===== config.mk =====
export PLATFORM = sky130hd
export DESIGN_NAME = ps2_receptor
export DESIGN_NICKNAME = d
export VERILOG_FILES = /design/src/rtl/ps2_pkg.sv /design/src/rtl/ps2_filtro.sv /design/src/rtl/ps2_receptor.sv
export SDC_FILE = /design/constraint.sdc
export NUM_CORES = 1
export LEC_CHECK = 0
export ABC_AREA = 1
export BUFFER_PORTS_ARGS = -buffer_cell sky130_fd_sc_hd__buf_2
export CORE_UTILIZATION = 59
export CTS_CLUSTER_SIZE = 10
export DETAILED_ROUTE_END_ITERATION = 10
export GPL_ROUTABILITY_DRIVEN = 0
export PLACE_DENSITY = 0.86
export SETUP_SLACK_MARGIN = 0.2
export SYNTH_ARGS = -nofsm -noshare
export SYNTH_HDL_FRONTEND = slang
export SYNTH_SLANG_ARGS = --single-unit
export TNS_END_PERCENT = 50

===== constraint.sdc =====
create_clock -name clk_i -period 2.05 [get_ports clk_i]
set_input_delay 0.3075 -clock clk_i [delete_from_list [all_inputs] [get_ports clk_i]]
set_output_delay 0.3075 -clock clk_i [all_outputs]
set_load 0.03 [all_outputs]

===== src/rtl/ps2_pkg.sv =====
// Shared types and constants for the PS/2 keyboard receiver.
package ps2_pkg;

  typedef enum logic [1:0] {
    IDLE   = 2'd0,
    DATA   = 2'd1,
    PARITY = 2'd2,
    STOP   = 2'd3
  } ps2_estado_t;

  localparam logic [7:0] PS2_EXT = 8'hE0;
  localparam logic [7:0] PS2_BRK = 8'hF0;

  localparam int PS2_FILTER_LEN_DEF  = 8;
  localparam int PS2_TIMEOUT_CYC_DEF = 2000;

  // Odd parity holds when data bits plus parity bit contain an odd number of ones.
  function automatic logic paridad_impar_ok(input logic [7:0] dato, input logic par);
    return ^{dato, par};
  endfunction

endpackage


===== src/rtl/ps2_filtro.sv =====
// Two-flop synchroniser followed by a run-length filter; the level changes
// only after FILTER_LEN consecutive synchronised samples disagree with it.
module ps2_filtro
  import ps2_pkg::*;
#(
  parameter int FILTER_LEN = PS2_FILTER_LEN_DEF
) (
  input  logic clk_i,
  input  logic rst_i,
  input  logic pin_i,
  output logic nivel_o
);

  localparam int CW = $clog2(FILTER_LEN + 1);

  logic          r_sync1;
  logic          r_sync2;
  logic          r_filt;
  logic [CW-1:0] r_cnt;

  // Synchronise the pin and flip the filtered level after a long enough run.
  always_ff @(posedge clk_i) begin
    if (rst_i) begin
      r_sync1 <= 1'b1;
      r_sync2 <= 1'b1;
      r_filt  <= 1'b1;
      r_cnt   <= '0;
    end else begin
      r_sync1 <= pin_i;
      r_sync2 <= r_sync1;
      if (r_sync2 != r_filt) begin
        if (r_cnt == CW'(FILTER_LEN - 1)) begin
          r_filt <= r_sync2;
          r_cnt  <= '0;
        end else begin
          r_cnt <= r_cnt + 1'b1;
        end
      end else begin
        r_cnt <= '0;
      end
    end
  end

  assign nivel_o = r_filt;

endmodule


===== src/rtl/ps2_receptor.sv =====
// PS/2 frame receiver: conditioned pins, 11-bit frame FSM with watchdog,
// and E0/F0 prefix folding into one strobed make/break code per key event.
module ps2_receptor
  import ps2_pkg::*;
#(
  parameter int FILTER_LEN  = PS2_FILTER_LEN_DEF,
  parameter int TIMEOUT_CYC = PS2_TIMEOUT_CYC_DEF
) (
  input  logic       clk_i,
  input  logic       rst_i,
  input  logic       ps2_reloj_i,
  input  logic       ps2_data_i,
  output logic [7:0] ps2_code_o,
  output logic       ps2_code_new_o,
  output logic       break_o,
  output logic       ext_o,
  output logic       frame_err_o,
  output logic       timeout_o
);

  localparam int WW = $clog2(TIMEOUT_CYC);

  logic          w_clk_f;
  logic          w_dat_f;
  logic          w_fall;
  logic          w_accept;
  logic          w_err;
  logic          w_to;

  logic          r_clk_prev;
  ps2_estado_t   r_estado;
  logic [2:0]    r_nbit;
  logic [7:0]    r_shift;
  logic          r_par;
  logic [WW-1:0] r_wd;

  logic [7:0]    r_code;
  logic          r_code_new;
  logic          r_break;
  logic          r_ext;
  logic          r_frame_err;
  logic          r_timeout;
  logic          r_ext_pend;
  logic          r_brk_pend;

  ps2_filtro #(.FILTER_LEN(FILTER_LEN)) u_filtro_reloj (
    .clk_i   (clk_i),
    .rst_i   (rst_i),
    .pin_i   (ps2_reloj_i),
    .nivel_o (w_clk_f)
  );

  ps2_filtro #(.FILTER_LEN(FILTER_LEN)) u_filtro_data (
    .clk_i   (clk_i),
    .rst_i   (rst_i),
    .pin_i   (ps2_data_i),
    .nivel_o (w_dat_f)
  );

  assign w_fall = r_clk_prev & ~w_clk_f;

  // Frame outcome for this cycle; a fall always takes priority over the watchdog.
  always_comb begin
    w_accept = 1'b0;
    w_err    = 1'b0;
    w_to     = 1'b0;
    if (w_fall) begin
      if (r_estado == STOP) begin
        if (w_dat_f && paridad_impar_ok(r_shift, r_par)) begin
          w_accept = 1'b1;
        end else begin
          w_err = 1'b1;
        end
      end else begin
        w_accept = 1'b0;
      end
    end else if ((r_estado != IDLE) && (r_wd == WW'(TIMEOUT_CYC - 1))) begin
      w_to = 1'b1;
    end else begin
      w_to = 1'b0;
    end
  end

  // Frame FSM and inter-edge watchdog.
  always_ff @(posedge clk_i) begin
    if (rst_i) begin
      r_clk_prev <= 1'b1;
      r_estado   <= IDLE;
      r_nbit     <= 3'd0;
      r_shift    <= 8'h00;
      r_par      <= 1'b0;
      r_wd       <= '0;
    end else begin
      r_clk_prev <= w_clk_f;
      if (w_fall) begin
        r_wd <= '0;
        case (r_estado)
          IDLE: begin
            if (!w_dat_f) begin
              r_estado <= DATA;
              r_nbit   <= 3'd0;
            end
          end
          DATA: begin
            r_shift <= {w_dat_f, r_shift[7:1]};
            r_nbit  <= r_nbit + 3'd1;
            if (r_nbit == 3'd7) begin
              r_estado <= PARITY;
            end
          end
          PARITY: begin
            r_par    <= w_dat_f;
            r_estado <= STOP;
          end
          STOP:    r_estado <= IDLE;
          default: r_estado <= IDLE;
        endcase
      end else if (r_estado == IDLE) begin
        r_wd <= '0;
      end else if (w_to) begin
        r_estado <= IDLE;
        r_wd     <= '0;
        r_nbit   <= 3'd0;
        r_shift  <= 8'h00;
      end else begin
        r_wd <= r_wd + 1'b1;
      end
    end
  end

  // Prefix folding and registered output strobes.
  always_ff @(posedge clk_i) begin
    if (rst_i) begin
      r_code      <= 8'h00;
      r_code_new  <= 1'b0;
      r_break     <= 1'b0;
      r_ext       <= 1'b0;
      r_frame_err <= 1'b0;
      r_timeout   <= 1'b0;
      r_ext_pend  <= 1'b0;
      r_brk_pend  <= 1'b0;
    end else begin
      r_code_new  <= 1'b0;
      r_frame_err <= w_err;
      r_timeout   <= w_to;
      if (w_err || w_to) begin
        r_ext_pend <= 1'b0;
        r_brk_pend <= 1'b0;
      end else if (w_accept) begin
        if (r_shift == PS2_EXT) begin
          r_ext_pend <= 1'b1;
        end else if (r_shift == PS2_BRK) begin
          r_brk_pend <= 1'b1;
        end else begin
          r_code     <= r_shift;
          r_ext      <= r_ext_pend;
          r_break    <= r_brk_pend;
          r_code_new <= 1'b1;
          r_ext_pend <= 1'b0;
          r_brk_pend <= 1'b0;
        end
      end
    end
  end

  assign ps2_code_o     = r_code;
  assign ps2_code_new_o = r_code_new;
  assign break_o        = r_break;
  assign ext_o          = r_ext;
  assign frame_err_o    = r_frame_err;
  assign timeout_o      = r_timeout;

endmodule


==> impl_metrics.csv, run 1 <==
group,metric,value,unit
final_layout,finalNetCount,388,
global_routing,grt_pass1_vias,1952,
final_layout,antennaDiodeCount,0,
global_routing,grt_start_max_net_pins,23,
sta,finalClockSkew,10.2,ps
setup_path,cp_slowest_cell,"dfxtp_2",
yosys,synth_top_area_cell,"dfxtp_1",
yosys,synth_flop_cell,"dfxtp_1",
detailed_routing,drt-total-wl,4.72,mm
floorplanning,placementRows,23,
yosys,synth_edf_count,0,
run_status,status,"completed",
yosys,syn-num-nets,365,
yosys,synthesis.area,2500,um^2
yosys,synth.area.top_cells,"dfxtp_1 (44%), nand2_1 (11%), nor2_1 (9.6%)",
clock_tree,insertion_delay,320,ps
sta,min_period,1690,ps
sta,setup_tns,0,ps
setup_path,setup.worst_path.start_class,"flip-flop",
clock_tree,cts_tree,"built",
yosys,synth_cells,351,
yosys,synth_most_common_cell,"nand2_1",
detailed_routing,route.vias.total,2150,
setup_path,crit_fanout,15,
min_path,hold_path.class,"in -> reg",
yosys,synth-seq-cells,55,
detailed_routing,antenna_left,0,
setup_path,path_cells,"inv_1, ha_2, nor4_4, nand3_2, nand2_2, nand2_2, o21ai_0, a21oi_1",
setup_path,worst-endpoint-arrival,1890,ps
placed_design,dp_cells,412,
detailed_routing,wl_per_cell,11.1,um
final_layout,drive_gt1_share,15.2,%
clock_tree,cts-buffers-inserted,5,
sta,timing.max_slew.rel_slack,74.8,%
detailed_routing,viasPerCell,5.06,
final_layout,final_cells,425,
placed_design,dp_hpwl,3.27,mm
global_routing,grt_pass1_wl,8.02,mm
sta,finalSetupViolCount,0,
global_routing,grtUsageTotal,23.9,%
detailed_routing,drc,0,
placed_design,io_buffer_count,16,
floorplanning,die_x,67.1,um
sta,hold_viol_final,0,
sta,fin_crit_sh,82.7,%
detailed_routing,drtIter0Drc,148,
power,p_total,1.71,mW
detailed_routing,drt-pass1-iter-count,4,
setup_path,end_kind,"flip-flop",
power,p_leak,1.27,nW
clock_tree,cts_root_buf,"clkbuf_8",
run,maxCapViolCount,0,
power,ir_worst_vdd,415,uV
yosys,synthArstFlopShare,0,%
setup_path,critical_path_class,"reg -> reg",
sta,rsz0062_at_grt,"false",
clock_tree,postCtsHoldBufs,0,
yosys,yosysWarnings,0,
power,powerDensity,614,nW/um^2
yosys,synth_seq_area_share,44.0,%
yosys,synth.avg_cell_area,7.13,um^2
clock_tree,h-tree-depth,2,
floorplanning,core,4030,um^2
setup_path,crit_required,2250,ps
yosys,synth_common_cells,"nand2_1 (74), nor2_1 (64), dfxtp_1 (55)",
floorplanning,fp.dieH,67.1,um
floorplanning,io_pins,17,
setup_path,crit_top_cell,"nand2_2",
floorplanning,start_util,62.1,%
final_layout,area_growth,11.4,%
clock_tree,cts_num_sinks,55,
global_routing,overflow,0,
sta,max_freq,0.590,GHz
floorplanning,dieArea,4510,um^2
setup_path,crit_buf_inv,1,
yosys,yosysTopAreaCellShare,44.0,%
setup_path,critical-path-top-delay-family,"simple AND/OR/NAND/NOR gates",
setup_path,max_stage_delay,360,ps
clock_tree,cts.clk_slew.worst_paths,100,ps
clock_tree,clockBufferDepth,2,
global_routing,grt_antenna_before_repair,0,
sta,worst_pin_slew,377,ps
sta,report.final.slew_viol_count,0,
yosys,synth.distinct_cells,27,
-- metal layers --
layer  wire length [um]  track usage, %  vias up
met5                  0               0        -
met2               2380            43.9       32
li1                   -               -     1144
met4                 87            10.9        0
met3                130            5.91       10
met1               2120            25.3      964
-- path summary, 6_finish.rpt --
path,from,endpoint,slack (ps),depth (start not counted)
max,r_estado[0]$_SDFFE_PP0P_,r_shift[3]$_SDFFE_PP0P_,360,8
min,ps2_data_i,u_filtro_data.r_sync1$_SDFF_PP1_,160,2
max reg2reg,r_estado[0]$_SDFFE_PP0P_,r_shift[3]$_SDFFE_PP0P_,360,8
min reg2reg,u_filtro_reloj.r_sync1$_SDFF_PP1_,u_filtro_reloj.r_sync2$_SDFF_PP1_,410,1
-- what timing repair did --
action	CTS	global route
endpoints found under the setup margin	14	28
pin swaps	1	2
setup buffers	2	3
gates resized for setup	6	5
-- metrics by stage --
step           hold WS [ps]  worst slack [ps]  cell area [um^2]  utilization [%]
6_report                161               355              2790             69.2
5_1_grt                 159               201              2790             69.2
4_1_cts                 161               214              2750             68.3
3_5_place_dp            401              14.1              2630             65.2
3_3_place_gp            393               180              2630             65.2
2_1_floorplan           389               279              2500                -
-- layout make-up --
| type | count | area, um^2 |
|---|---|---|
| Tap cell | 50 | 62.6 |
| Clock inverter | 3 | 23.8 |
| Timing Repair Buffer | 25 | 148 |
| Inverter | 50 | 188 |
| Clock buffer | 5 | 68.8 |
| Sequential cell | 55 | 1110 |
| Multi-Input combinational cell | 237 | 1190 |
| Fill cell | 343 | 1240 |
-- cell families (layout without fill, tap and decap cells) --
kind of cell	count (synthesis)	after routing	synth area share [%]
flops	55	55	44.0
fa+ha+maj	10	10	5.00
simple gates	184	184	31.5
xor+xnor	7	7	2.45
buf+inv	59	83	9.39
compound gates	36	36	7.65
-- sequential cells by signal, summed over array words and instances (netlist names), 2 cells and up --
signal and cells:
ps2_code_o 8, r_estado 2, r_nbit 3, r_shift 8
r_wd 11, u_filtro_data.r_cnt 4, u_filtro_reloj.r_cnt 4
-- placed cells by master, fill, tap and decap left out, types with 2 or more instances in the layout --
cell type   instances
nand2_1            73
a21oi_1            19
clkbuf_8            5
or2_2               4
buf_4               9
nor3_1              6
nand3_1            17
nand2_2             4
nor2_1             64
ha_1                9
xor2_1              5
nand4_1             5
nor3b_1             6
a31oi_1             2
xnor2_1             2
o21ai_1             6
inv_1              40
clkinvlp_4          2
buf_2              16
inv_2               9
o21ai_0             6
dfxtp_1            53
o211ai_1            2
-- report_power, final --
group / switching, mW / leakage, nW / internal, mW
combinational: 0.0186 / 0.783 / 0.0100
clock: 0.365 / 0.0408 / 0.245
sequential: 0.00233 / 0.445 / 1.07
No activity file was read; power rests on OpenSTA's default activity.
==> run 2: changes to the inputs <==
CORE_UTILIZATION = 53   (was 59)
PLACE_DENSITY = 0.82   (was 0.86)
clock period = 1.5 ns   (was 2.05 ns; I/O delays follow)
==> impl_metrics.csv, run 2 (same netlist as run 1, synthesis figures left out) <==
group,metric,value,unit
floorplanning,placementRows,24,
final_layout,area_growth,33.4,%
global_routing,grt_pass1_vias,2177,
detailed_routing,route.vias.total,2361,
clock_tree,cts_num_sinks,55,
power,p_leak,1.48,nW
power,p_int,1.80,mW
final_layout,fin_util,75.2,%
setup_path,crit_fanout,7,
setup_path,r2r_start,"r_shift[3]$_SDFFE_PP0P_",
final_layout,finalNetCount,412,
placed_design,placed_area,2840,um^2
global_routing,grtUsageTotal,23.3,%
power,p_total,2.32,mW
detailed_routing,wl_per_cell,13.9,um
setup_path,setup.worst_path.start_class,"flip-flop",
final_layout,largest_reg_flops,11,
power,combPwrFrac,1.9,%
power,p_seq_share,62.8,%
global_routing,grt_pass1_wl,9.43,mm
final_layout,drive_gt1_share,40.1,%
sta,setup_slack,-149,ps
global_routing,overflow,0,
final_layout,top_register,"r_wd",
detailed_routing,drtIter0Drc,149,
detailed_routing,antenna_left,0,
clock_tree,h-tree-depth,2,
sta,report.final.slew_viol_count,0,
final_layout,final_cell_mix,"nor2_1 (52), nand2_1 (46), dfxtp_1 (42)",
floorplanning,fp.dieH,70.7,um
final_layout,stdcell_area,3340,um^2
placed_design,io_buffer_count,16,
power,p_sw,0.522,mW
sta,min_period,1650,ps
clock_tree,cts_root_buf,"clkbuf_8",
power,swShare,22.5,%
power,powerDensity,695,nW/um^2
global_routing,grt_antenna_before_repair,0,
clock_tree,cts-buffers-inserted,5,
min_path,hold_path_depth,2,
clock_tree,clockBufferDepth,2,
setup_path,r2r_end,"ext_o$_SDFFE_PP0P_",
run_status,status,"complete, but fails checks",
floorplanning,start_util,56.3,%
run_status,failed_checks,"DRC, setup timing",
floorplanning,io_pins,17,
detailed_routing,drc,2,
final_layout,final_common_cell,"nor2_1",
placed_design,dp_hpwl,3.51,mm
setup_path,endpoint,"ext_o$_SDFFE_PP0P_",
clock_tree,insertion_delay,320,ps
sta,finalSetupViolCount,29,
sta,rsz0062_at_grt,"true",
setup_path,worst-endpoint-arrival,1850,ps
sta,max_freq,0.607,GHz
detailed_routing,viasPerCell,5.24,
power,ir_worst_vdd,716,uV
setup_path,reg2reg_depth,13,
min_path,hold_path.class,"in -> reg",
detailed_routing,drt-total-wl,6.29,mm
run,maxCapViolCount,0,
clock_tree,cts.clk_slew.worst_paths,110,ps
setup_path,crit_required,1710,ps
global_routing,grt_start_max_net_pins,21,
setup_path,end_kind,"flip-flop",
sta,finalClockSkew,19.2,ps
floorplanning,core,4440,um^2
setup_path,setup.worst_path.start,"r_shift[3]$_SDFFE_PP0P_",
detailed_routing,drt-pass1-iter-count,7,
sta,fin_crit_sh,110,%
setup_path,reg2reg_slack,-150,ps
setup_path,critical_path_class,"reg -> reg",
floorplanning,die_x,70.7,um
final_layout,n_fill_cell,286,
sta,worst_pin_slew,386,ps
clock_tree,cts_tree,"built",
floorplanning,dieArea,5000,um^2
placed_design,pre_cts_ws,-68.9,ps
power,p_clk_share,35.4,%
final_layout,antennaDiodeCount,0,
sta,setup_tns,-1170,ps
sta,timing.max_slew.rel_slack,74.1,%
sta,hold_viol_final,0,
[run 2: power by group through the flow]
stage	registers [mW]	logic (mW)	clock network, mW
2_1_floorplan	1.50	0.0261	0
3_3_place_gp	1.50	0.0374	0
3_5_place_dp	1.50	0.0383	0
4_1_cts	1.46	0.0391	0.825
5_1_grt	1.46	0.0478	0.884
6_report	1.46	0.0430	0.821
[run 2: repair_timing]
item	4_1_cts	5_1_grt
setup endpoints to repair	39	40
resized for setup	51	61
cloned	1	0
hold endpoints to repair	0	0
hold buffers	0	0
buffers inserted	3	5
pin swaps	8	19
[run 2: per-stage QoR]
step	std cells	hold WS, ps
6_report	451	94.6
5_1_grt	451	85.2
4_1_cts	446	91.3
3_5_place_dp	434	393
3_3_place_gp	434	392
2_1_floorplan	351	329
[run 2: how the worst min path moves through the flow]
| stage | from | to | slack (ps) |
|---|---|---|---|
| 2_1_floorplan | ps2_data_i | u_filtro_data.r_sync1$_SDFF_PP1_ | 330 |
| 3_3_place_gp | u_filtro_data.r_sync1$_SDFF_PP1_ | u_filtro_data.r_sync2$_SDFF_PP1_ | 390 |
| 3_5_place_dp | u_filtro_data.r_sync1$_SDFF_PP1_ | u_filtro_data.r_sync2$_SDFF_PP1_ | 390 |
| 4_1_cts | ps2_reloj_i | u_filtro_reloj.r_sync1$_SDFF_PP1_ | 90 |
| 5_1_grt | ps2_reloj_i | u_filtro_reloj.r_sync1$_SDFF_PP1_ | 90 |
| 6_report | ps2_reloj_i | u_filtro_reloj.r_sync1$_SDFF_PP1_ | 90 |
[run 2: final cells by class]
class                   count  area (um^2)  area share, %
clock buffers               7         76.3           2.28
clock inverters             1         5.00          0.150
inverters                  50          195           5.84
multi-input cells         237         1520           45.4
flip-flops and latches     55         1130           33.9
well taps                  52         65.1           1.95
repair buffers             49          350           10.5
[run 2: per-layer routing]
| metal | share of wire (%) | GRT usage [%] | up-vias |
|---|---|---|---|
| li1 | - | - | 1194 |
| met1 | 41 | 29.2 | 1069 |
| met2 | 51 | 39.9 | 74 |
| met3 | 4.2 | 4.27 | 24 |
| met4 | 3.4 | 9.11 | 0 |
| met5 | 0 | 0 | - |
[run 2: critical path: stages, from the launching register on]
cell     delay (ps)
dfxtp_4         390
inv_4            80
nand2_4          50
nand2_4          90
inv_4            50
nand2_2          60
nand3_2         100
nand2_2         100
nand2_2          60
nand2_2          90
nand4_4         100
buf_6           170
nor2_1          130
nor2_1           70
==> run 3: changes to the inputs <==
CORE_UTILIZATION = 59   (was 53)
PLACE_DENSITY = 0.86   (was 0.82)
SLEW_MARGIN = 20   (was default)
clock period = 1.9 ns   (was 1.5 ns; I/O delays follow)
==> impl_metrics.csv, run 3 (same netlist as run 1, synthesis figures left out) <==
group,metric,value,unit
setup_path,critical_path_class,"reg -> reg",
global_routing,grtUsageMet2,40.3,%
sta,report.final.slew_viol_count,0,
clock_tree,clockBufferDepth,2,
global_routing,grt_pass1_vias,1905,
final_layout,final_common_cell,"nand2_1",
sta,hold_viol_final,0,
global_routing,use_met3,5.57,%
detailed_routing,drt-pass1-iter-count,4,
final_layout,n_fill_cell,331,
global_routing,grtUsageMet1,25.6,%
placed_design,dp_hpwl,3.22,mm
setup_path,max_stage_delay,390,ps
sta,finalSetupViolCount,0,
sta,worst_pin_slew,755,ps
detailed_routing,drt-total-wl,5.19,mm
final_layout,largest_reg_flops,11,
floorplanning,start_util,62.1,%
sta,rsz0062_at_grt,"true",
placed_design,io_buffer_count,16,
clock_tree,insertion_delay,310,ps
final_layout,antennaDiodeCount,0,
sta,fin_crit_sh,89.8,%
global_routing,grt_start_max_net_pins,22,
clock_tree,cts_num_sinks,55,
setup_path,worst-endpoint-arrival,1900,ps
setup_path,crit_required,2100,ps
floorplanning,die_x,67.1,um
floorplanning,io_pins,17,
detailed_routing,antenna_left,0,
clock_tree,cts_root_buf,"clkbuf_8",
detailed_routing,route.vias.total,2261,
global_routing,grt_antenna_before_repair,0,
power,ir_worst_vdd,538,uV
global_routing,busiest_layer,"met2",
clock_tree,h-tree-depth,2,
detailed_routing,viasPerCell,5.30,
run,maxCapViolCount,0,
global_routing,grt_pass1_wl,7.67,mm
detailed_routing,drc,0,
power,p_leak,1.31,nW
clock_tree,postCtsHoldBufs,0,
detailed_routing,drtIter0Drc,200,
global_routing,overflow,0,
final_layout,top_register,"r_wd",
min_path,hold_path.class,"in -> reg",
final_layout,area_growth,16.4,%
final_layout,final_cell_mix,"nand2_1 (72), nor2_1 (61), dfxtp_1 (51)",
global_routing,grtUsageTotal,22.6,%
power,powerDensity,679,nW/um^2
floorplanning,core,4030,um^2
sta,holdWs,142,ps
detailed_routing,wl_per_cell,12.2,um
floorplanning,fp.dieH,67.1,um
run_status,status,"completed",
setup_path,end_kind,"flip-flop",
setup_path,setup.worst_path.start_class,"flip-flop",
clock_tree,cts_tree,"built",
setup_path,path_cells,"inv_4, ha_4, nor4_4, nand3_2, nand2_4, nand2_8, nand2_1, a21oi_1",
clock_tree,cts.clk_slew.worst_paths,100,ps
sta,finalClockSkew,14.7,ps
floorplanning,placementRows,23,
final_layout,finalNetCount,390,
sta,max_freq,0.586,GHz
floorplanning,dieArea,4510,um^2
clock_tree,cts-buffers-inserted,5,
final_layout,drive_gt1_share,20.2,%
setup_path,crit_fanout,15,
sta,setup_tns,0,ps
setup_path,cp_slowest_cell,"dfxtp_4",
sta,min_period,1710,ps
sta,timing.max_slew.rel_slack,49.1,%
==> run 3: cell types whose count changed in the layout (fill, tap and decap cells not counted), sizes merged <==
cell      previous run  this run
clkinvlp             0         1
bufinv               0         1
buf                 49        27
clkbuf               7         5
==> run 3: power by group <==
part,switching [mW],internal [mW]
clock network,0.391,0.397
logic,0.0217,0.0122
registers,0.00259,1.16
==> run 3: layout make-up <==
type                            instances  area, um^2  share of cell area [%]
Multi-Input combinational cell        237        1270                    43.5
Sequential cell                        55        1110                    38.0
Inverter                               50         190                    6.52
Timing Repair Buffer                   27         170                    5.84
Clock buffer                            5        68.8                    2.36
Tap cell                               50        62.6                    2.15
Clock inverter                          3        46.3                    1.59
==> run 3: path summary, 6_finish.rpt <==
check / depth (start not counted) / startpoint / end / slack, ps
min: 2 / ps2_data_i / u_filtro_data.r_sync1$_SDFF_PP1_ / 140
max reg2reg: 8 / r_estado[1]$_SDFFE_PP0P_ / r_shift[7]$_SDFFE_PP0P_ / 190
min reg2reg: 1 / u_filtro_data.r_sync1$_SDFF_PP1_ / u_filtro_data.r_sync2$_SDFF_PP1_ / 420
max: 8 / r_estado[1]$_SDFFE_PP0P_ / r_shift[7]$_SDFFE_PP0P_ / 190
==> run 3: critical path: cells and delay by family (launching register included) <==
family	cells	cell delay, ps
DFF	1	390
AOI/OAI and AO/OA	1	100
and+or+nand+nor	5	890
adders and majority gates	1	170
buffers and inverters	1	50
==> run 3: layer usage <==
layer | vias up | routed length (um)
li1 | 1154 | -
met3 | 12 | 232
met2 | 59 | 2680
met5 | - | 0
met4 | 0 | 123
met1 | 1036 | 2160
==> run 3: timing repair <==
action | CTS | global route
setup endpoints to repair | 10 | 37
pin swaps | 3 | 6
buffers inserted | 3 | 5
gates resized for setup | 2 | 34
==> run 3: per-stage QoR <==
step | std cells | area, um^2 | power, mW | util (%) | setup slack, ps
final | 427 | 2920 | 1.98 | 72.4 | 194
after global routing | 427 | 2920 | 2.05 | 72.4 | 114
after CTS | 422 | 2770 | 1.99 | 68.8 | 176
after detailed placement | 411 | 2630 | 1.22 | 65.2 | 83.5
after global placement | 411 | 2630 | 1.22 | 65.2 | 195
after floorplan | 351 | 2510 | 1.21 | - | 269
